### config.mk
export PLATFORM = sky130hd
export DESIGN_NAME = fetch_queue_stage
export DESIGN_NICKNAME = d
export VERILOG_FILES = /design/src/rtl/fetch_pkg.sv /design/src/rtl/fetch_queue.sv /design/src/rtl/fetch_queue_stage.sv
export SDC_FILE = /design/constraint.sdc
export NUM_CORES = 1
export LEC_CHECK = 0
export BUFFER_PORTS_ARGS = -buffer_cell sky130_fd_sc_hd__buf_2
export CORE_MARGIN = 2
export CORE_UTILIZATION = 58
export CTS_BUF_LIST = sky130_fd_sc_hd__clkbuf_16
export DETAILED_ROUTE_END_ITERATION = 8
export PLACE_DENSITY = 0.89
export REMOVE_ABC_BUFFERS = 1
export SYNTH_ARGS = -nofsm -noshare
export SYNTH_HDL_FRONTEND = slang
export SYNTH_HIERARCHICAL = 1
export SYNTH_SLANG_ARGS = --single-unit
### constraint.sdc
create_clock -name clk -period 5.4 [get_ports clk]
set_input_delay 1.08 -clock clk [delete_from_list [all_inputs] [get_ports clk]]
set_output_delay 1.08 -clock clk [all_outputs]
set_load 0.02 [all_outputs]
### src/rtl/fetch_pkg.sv
// Shared constants and entry type for the decoupled fetch queue stage.
package fetch_pkg;

    localparam int          FETCH_XLEN     = 32;
    localparam logic [31:0] FETCH_RESET_PC = 32'h0000_0000;
    localparam int          INSTR_BYTES    = 4;
    localparam logic [31:0] NOP_INSTR      = 32'h0000_0013;

    typedef struct packed {
        logic [FETCH_XLEN-1:0] pc;
        logic [31:0]           instr;
        logic                  filled;
    } fetch_entry_t;

endpackage

### src/rtl/fetch_queue.sv
// In-order fetch buffer: entries are allocated at request, filled at response
// and popped by decode. Three pointers carry one extra wrap bit each.
module fetch_queue
    import fetch_pkg::*;
#(
    parameter int XLEN  = FETCH_XLEN,
    parameter int DEPTH = 4
) (
    input  logic                       clk,
    input  logic                       reset,
    input  logic                       flush,
    input  logic                       alloc,
    input  logic [XLEN-1:0]            alloc_pc,
    input  logic                       fill,
    input  logic [31:0]                fill_instr,
    input  logic                       pop,
    output logic                       head_valid,
    output logic [XLEN-1:0]            head_pc,
    output logic [31:0]                head_instr,
    output logic [$clog2(DEPTH):0]     allocated,
    output logic [$clog2(DEPTH):0]     unfilled
);

    localparam int AW = $clog2(DEPTH);

    typedef struct packed {
        logic [XLEN-1:0] pc;
        logic [31:0]     instr;
        logic            filled;
    } entry_t;

    entry_t        entries_q [DEPTH];
    entry_t        entries_d [DEPTH];
    logic [AW:0]   alloc_ptr_q, alloc_ptr_d;
    logic [AW:0]   fill_ptr_q,  fill_ptr_d;
    logic [AW:0]   pop_ptr_q,   pop_ptr_d;

    assign allocated  = alloc_ptr_q - pop_ptr_q;
    assign unfilled   = alloc_ptr_q - fill_ptr_q;
    assign head_valid = (allocated != '0) && entries_q[pop_ptr_q[AW-1:0]].filled;
    assign head_pc    = entries_q[pop_ptr_q[AW-1:0]].pc;
    assign head_instr = entries_q[pop_ptr_q[AW-1:0]].instr;

    always_comb begin
        entries_d   = entries_q;
        alloc_ptr_d = alloc_ptr_q;
        fill_ptr_d  = fill_ptr_q;
        pop_ptr_d   = pop_ptr_q;
        if (flush) begin
            alloc_ptr_d = '0;
            fill_ptr_d  = '0;
            pop_ptr_d   = '0;
            for (int i = 0; i < DEPTH; i++) begin
                entries_d[i].filled = 1'b0;
            end
        end else begin
            // The tail slot is free whenever alloc is granted, so it never aliases the fill slot.
            if (alloc) begin
                entries_d[alloc_ptr_q[AW-1:0]].pc     = alloc_pc;
                entries_d[alloc_ptr_q[AW-1:0]].filled = 1'b0;
                alloc_ptr_d = alloc_ptr_q + (AW+1)'(1);
            end
            if (fill) begin
                entries_d[fill_ptr_q[AW-1:0]].instr  = fill_instr;
                entries_d[fill_ptr_q[AW-1:0]].filled = 1'b1;
                fill_ptr_d = fill_ptr_q + (AW+1)'(1);
            end
            if (pop) begin
                pop_ptr_d = pop_ptr_q + (AW+1)'(1);
            end
        end
    end

    always_ff @(posedge clk) begin
        if (reset) begin
            alloc_ptr_q <= '0;
            fill_ptr_q  <= '0;
            pop_ptr_q   <= '0;
        end else begin
            alloc_ptr_q <= alloc_ptr_d;
            fill_ptr_q  <= fill_ptr_d;
            pop_ptr_q   <= pop_ptr_d;
        end
    end

    always_ff @(posedge clk) begin
        entries_q <= entries_d;
    end

endmodule

### src/rtl/fetch_queue_stage.sv
// Fetch stage with request/response memory handshake, credit-gated issue and
// redirect flush that drops responses still owed to squashed requests.
module fetch_queue_stage
    import fetch_pkg::*;
#(
    parameter int              XLEN     = FETCH_XLEN,
    parameter int              DEPTH    = 4,
    parameter logic [XLEN-1:0] RESET_PC = XLEN'(FETCH_RESET_PC)
) (
    input  logic             clk,
    input  logic             reset,
    input  logic             e_b_taken,
    input  logic [XLEN-1:0]  e_alu_y,
    output logic             mem_i_req_valid,
    input  logic             mem_i_req_ready,
    output logic [XLEN-1:0]  mem_i_ra,
    input  logic             mem_i_rsp_valid,
    input  logic [31:0]      mem_i_rd,
    output logic             f_valid,
    input  logic             d_ready,
    output logic [31:0]      instr,
    output logic [XLEN-1:0]  pc
);

    localparam int AW = $clog2(DEPTH);

    logic [XLEN-1:0] fetch_pc_q, fetch_pc_d;
    logic [AW:0]     drop_cnt_q, drop_cnt_d;
    logic [AW:0]     allocated, unfilled;
    logic [AW+1:0]   credit;
    logic            req_fire, rsp_drop, fill, pop, head_valid;
    logic [XLEN-1:0] head_pc;
    logic [31:0]     head_instr;
    logic            unused_target_lo;

    assign unused_target_lo = ^e_alu_y[1:0];

    // Credits cover both live entries and responses still owed to flushed requests.
    assign credit          = {1'b0, allocated} + {1'b0, drop_cnt_q};
    assign mem_i_req_valid = !reset && !e_b_taken && (credit < (AW+2)'(DEPTH));
    assign mem_i_ra        = fetch_pc_q;
    assign req_fire        = mem_i_req_valid && mem_i_req_ready;
    assign rsp_drop        = mem_i_rsp_valid && (drop_cnt_q != '0);
    assign fill            = mem_i_rsp_valid && !rsp_drop && !e_b_taken;

    assign f_valid = head_valid && !e_b_taken && !reset;
    assign pop     = f_valid && d_ready;
    assign instr   = f_valid ? head_instr : '0;
    assign pc      = f_valid ? head_pc : '0;

    fetch_queue #(
        .XLEN  (XLEN),
        .DEPTH (DEPTH)
    ) u_queue (
        .clk        (clk),
        .reset      (reset),
        .flush      (e_b_taken),
        .alloc      (req_fire),
        .alloc_pc   (fetch_pc_q),
        .fill       (fill),
        .fill_instr (mem_i_rd),
        .pop        (pop),
        .head_valid (head_valid),
        .head_pc    (head_pc),
        .head_instr (head_instr),
        .allocated  (allocated),
        .unfilled   (unfilled)
    );

    always_comb begin
        fetch_pc_d = fetch_pc_q;
        drop_cnt_d = drop_cnt_q;
        if (e_b_taken) begin
            fetch_pc_d = {e_alu_y[XLEN-1:2], 2'b00};
            drop_cnt_d = drop_cnt_q + unfilled - (AW+1)'(mem_i_rsp_valid);
        end else begin
            if (req_fire) begin
                fetch_pc_d = fetch_pc_q + XLEN'(INSTR_BYTES);
            end
            if (rsp_drop) begin
                drop_cnt_d = drop_cnt_q - (AW+1)'(1);
            end
        end
    end

    always_ff @(posedge clk) begin
        if (reset) begin
            fetch_pc_q <= RESET_PC;
            drop_cnt_q <= '0;
        end else begin
            fetch_pc_q <= fetch_pc_d;
            drop_cnt_q <= drop_cnt_d;
        end
    end

    always_ff @(posedge clk) begin
        if (!reset && mem_i_rsp_valid) begin
            assert (drop_cnt_q != '0 || unfilled != '0)
                else $error("fetch_queue_stage: response with no pending request");
        end
    end

endmodule

==> flow_metrics.tcl <==
set metrics [dict create \
    status "complete, no violations" \
    drive_gt1_share_pct 28.4 \
    grt.met2_usage_pct 41.6 \
    slew_headroom_pct 26.9 \
    final_hold_viol_count 0 \
    cp-end-kind "output pin" \
    io_buffer_count 163 \
    drtIter0Drc 876 \
    max_stage_delay_ns 0.51 \
    powerDensity_nw_per_um2 319 \
    multiInputGateArea_um2 4580 \
    final_cell_area_um2 15600 \
    use_met3_pct 4.26 \
    synth.distinct_cells 51 \
    ys_seq_area_share_pct 63.6 \
    clockRootBuffer "clkbuf_16" \
    critical_path_class "flip-flop to output pin" \
    cts_setup_buffers 0 \
    nNetsFinal 1176 \
    rows 55 \
    core-area_um2 22800 \
    area_growth_pct 15.2 \
    grtUsageMet1_pct 33.4 \
    synth-main-ff-cell "edfxtp_1" \
    critical_path.cell_chain "inv_1 > ha_1 > fa_1 > xor3_1 > o31a_2 > buf_4 > and3_1 > buf_2" \
    postSynthCellCount 938 \
    finalCriticalPeriod_ns 4.36 \
    ant_nets 0 \
    hold_end "u_queue/entries_q[129]" \
    hold_path.class "flip-flop to flip-flop" \
    hold_buffers 0 \
    clk_pin_slew_ns 0.06 \
    ctsResizeCount 0 \
    final-max-slew-violation-count 0 \
    grt.overflow.total 0 \
    clkPwrFrac_pct 41.0 \
    swShare_pct 21.7 \
    holdWs_ns 0.548 \
    grt_util_all_layers_pct 25.2 \
    power.internal_mw 3.89 \
    cap_viol_max_count 0 \
    die_w_um 157 \
    drc_errors 0 \
    grt_pass1_wl_mm 47.5 \
    via_per_inst 6.18 \
    hold_path_depth 0 \
    setup_ws_ns 1.04 \
    syn_area_um2 13500 \
    ys_async_sr_fraction_pct 0 \
    gp_routability_congestion 0.796 \
    dp_hpwl_mm 18.2 \
    cts_tree "built" \
    cts_buffers 29 \
    reg2reg_depth 12 \
    initial_core_util_pct 59.4 \
    vias 8790 \
    grt.busiest_layer "met2" \
    reg2reg_to "u_queue/entries_q[185]" \
    synth_edf_count 256 \
    rsz0062_at_grt "no" \
    fin_worst_skew_ns 0.0194 \
    cts.path.max_buffers 3 \
    critPathSlowestCell "o31a_2" \
    hp-start "mem_i_ra[31]" \
    drtPass1Iterations 5 \
    wl_per_cell_um 21.7 \
    cp-start-kind "flip-flop" \
    p_leak_nw 6.33 \
    fmax_mhz 229 \
    ir_worst_vdd_v 0.000203 \
    dp_slack_ns 1.48 \
    rr_startpoint "u_queue/alloc_ptr_q[0]" \
    grt_pass1_vias 8827 \
    p_switching_mw 1.08 \
    clkLatencyLatePin_ns 0.54 \
    htree_levels 1 \
    fin_util_pct 68.5 \
    dieArea_um2 24600 \
    arrival_ns 3.28 \
    finalCritPeriodShare_pct 80.8 \
    clock_sinks 302 \
    regArea_um2 8620 \
    antenna_found_initial 3 \
    die_h_um 157 \
    routed_wl_mm 30.8 \
    stdcell_count 1422 \
    io_pins 168 \
    dpl.cell_count 1366 \
    p_comb_share_pct 6.4 \
    seqPwrFrac_pct 52.5 \
    setup_viol_count_final 0 \
    syn_area_per_cell_um2 14.4 \
    yosys_warnings 6 \
    grt_max_degree 78 \
    ys_ff_latch 302 \
    fillers 1453 \
    place_area_um2 14600 \
    worst-path-max-fanout 37 \
    worst_pin_slew_ns 1.09 \
    rrSetupSlack_ns 1.77 \
    required_ns 4.32 \
]
-- registers in the layout (all words and copies together), names as in the netlist --
name / flops
u_queue/entries_q: 260
mem_i_ra: 30
drop_cnt_q: 3
u_queue/alloc_ptr_q: 3
u_queue/fill_ptr_q: 3
u_queue/pop_ptr_q: 3
-- layout make-up --
| class | instances | share of cell area (%) |
|---|---|---|
| inverter | 20 | 0.481 |
| clock buffer | 29 | 4.65 |
| antenna | 3 | 0.0481 |
| multi-input combinational | 549 | 29.4 |
| sequential | 302 | 55.3 |
| tap | 313 | 2.51 |
| timing repair buffer | 182 | 6.15 |
| clock inverter | 24 | 1.53 |
-- cell usage after synthesis, drive strengths merged, types with 3 or more instances --
cell type	number	area [µm²]
a211oi	3	22.5
a21bo	7	70.1
a21oi	32	160
a31oi	13	81.3
and2	12	75.1
and3	196	1230
buf	21	143
clkbuf	55	206
dfxtp	46	921
edfxtp	256	7690
fa	3	60.1
ha	19	238
inv	20	75.1
mux2i	5	50.1
mux4	65	1460
nand2	37	139
nand3	18	95.1
nand3b	3	22.5
nand4	10	62.6
nor2	34	128
nor3	8	40.0
nor4	8	56.3
o21ai	12	60.1
o311ai	4	35.0
or2	6	37.5
or3	4	25.0
or4	7	56.3
xnor2	10	87.6
-- metal layers --
layer	wire [µm]	up-vias
li1	-	3930
met5	0	-
met3	2620	81
met2	15600	450
met4	1070	0
met1	11500	4329
-- cells in the final DEF, fill, tap and decap left out, types with 4 or more instances in the layout --
cell type,n
a21bo_2,7
a21oi_1,32
a31oi_1,13
and2_1,12
and3_1,195
buf_2,163
buf_4,19
bufinv_16,5
clkbuf_16,29
clkinv_1,5
conb_1,10
dfxtp_1,44
edfxtp_1,256
ha_1,19
inv_1,28
mux2i_1,5
mux4_2,65
nand2_1,37
nand3_1,17
nand4_1,10
nor2_1,28
nor2_4,6
nor3_1,8
nor4_1,7
o21ai_0,12
o311ai_0,4
or2_2,5
or3_1,4
or4_1,6
xnor2_1,10
-- worst max path at each step --
stage | startpoint | end | slack (ns)
after floorplan | u_queue/pop_ptr_q[0] | u_queue/entries_q[100] | -1.97
after global placement | e_b_taken | u_queue/entries_q[198] | 1.55
after detailed placement | e_b_taken | u_queue/entries_q[2] | 1.48
after CTS | u_queue/alloc_ptr_q[0] | instr[25] | 1.01
after global routing | u_queue/alloc_ptr_q[0] | instr[24] | 0.81
final | u_queue/alloc_ptr_q[0] | instr[24] | 1.04
-- cell families after synthesis --
kind of cell	after synthesis	synth area share (%)
other cells	1	0.0277
buf+inv	96	3.13
simple gates	348	14.8
mux	72	11.4
fa+ha+maj	22	2.20
compound gates	85	3.99
flops	302	63.6
xor+xnor	12	0.888
-- through the flow --
step,TNS [ns],total power [mW]
6_report,0,4.97
5_1_grt,0,5.11
4_1_cts,0,4.99
3_5_place_dp,0,2.98
3_3_place_gp,0,2.96
2_1_floorplan,-270.32,2.84
-- power groups by stage --
stage	clock [mW]	combinational [mW]	sequential [mW]
2_1_floorplan	0	0.174	2.66
3_3_place_gp	0	0.303	2.66
3_5_place_dp	0	0.315	2.66
4_1_cts	2.06	0.318	2.61
5_1_grt	2.14	0.352	2.62
6_report	2.04	0.320	2.61
-- critical path, delay by kind of cell (launching register included) --
kind,cells,cell delay (ns)
buf+inv,3,0.73
flops,1,0.40
simple gates,1,0.25
compound gates,1,0.51
xor+xnor,1,0.25
fa+ha+maj,2,0.61
No activity file was read; power rests on OpenSTA's default activity.
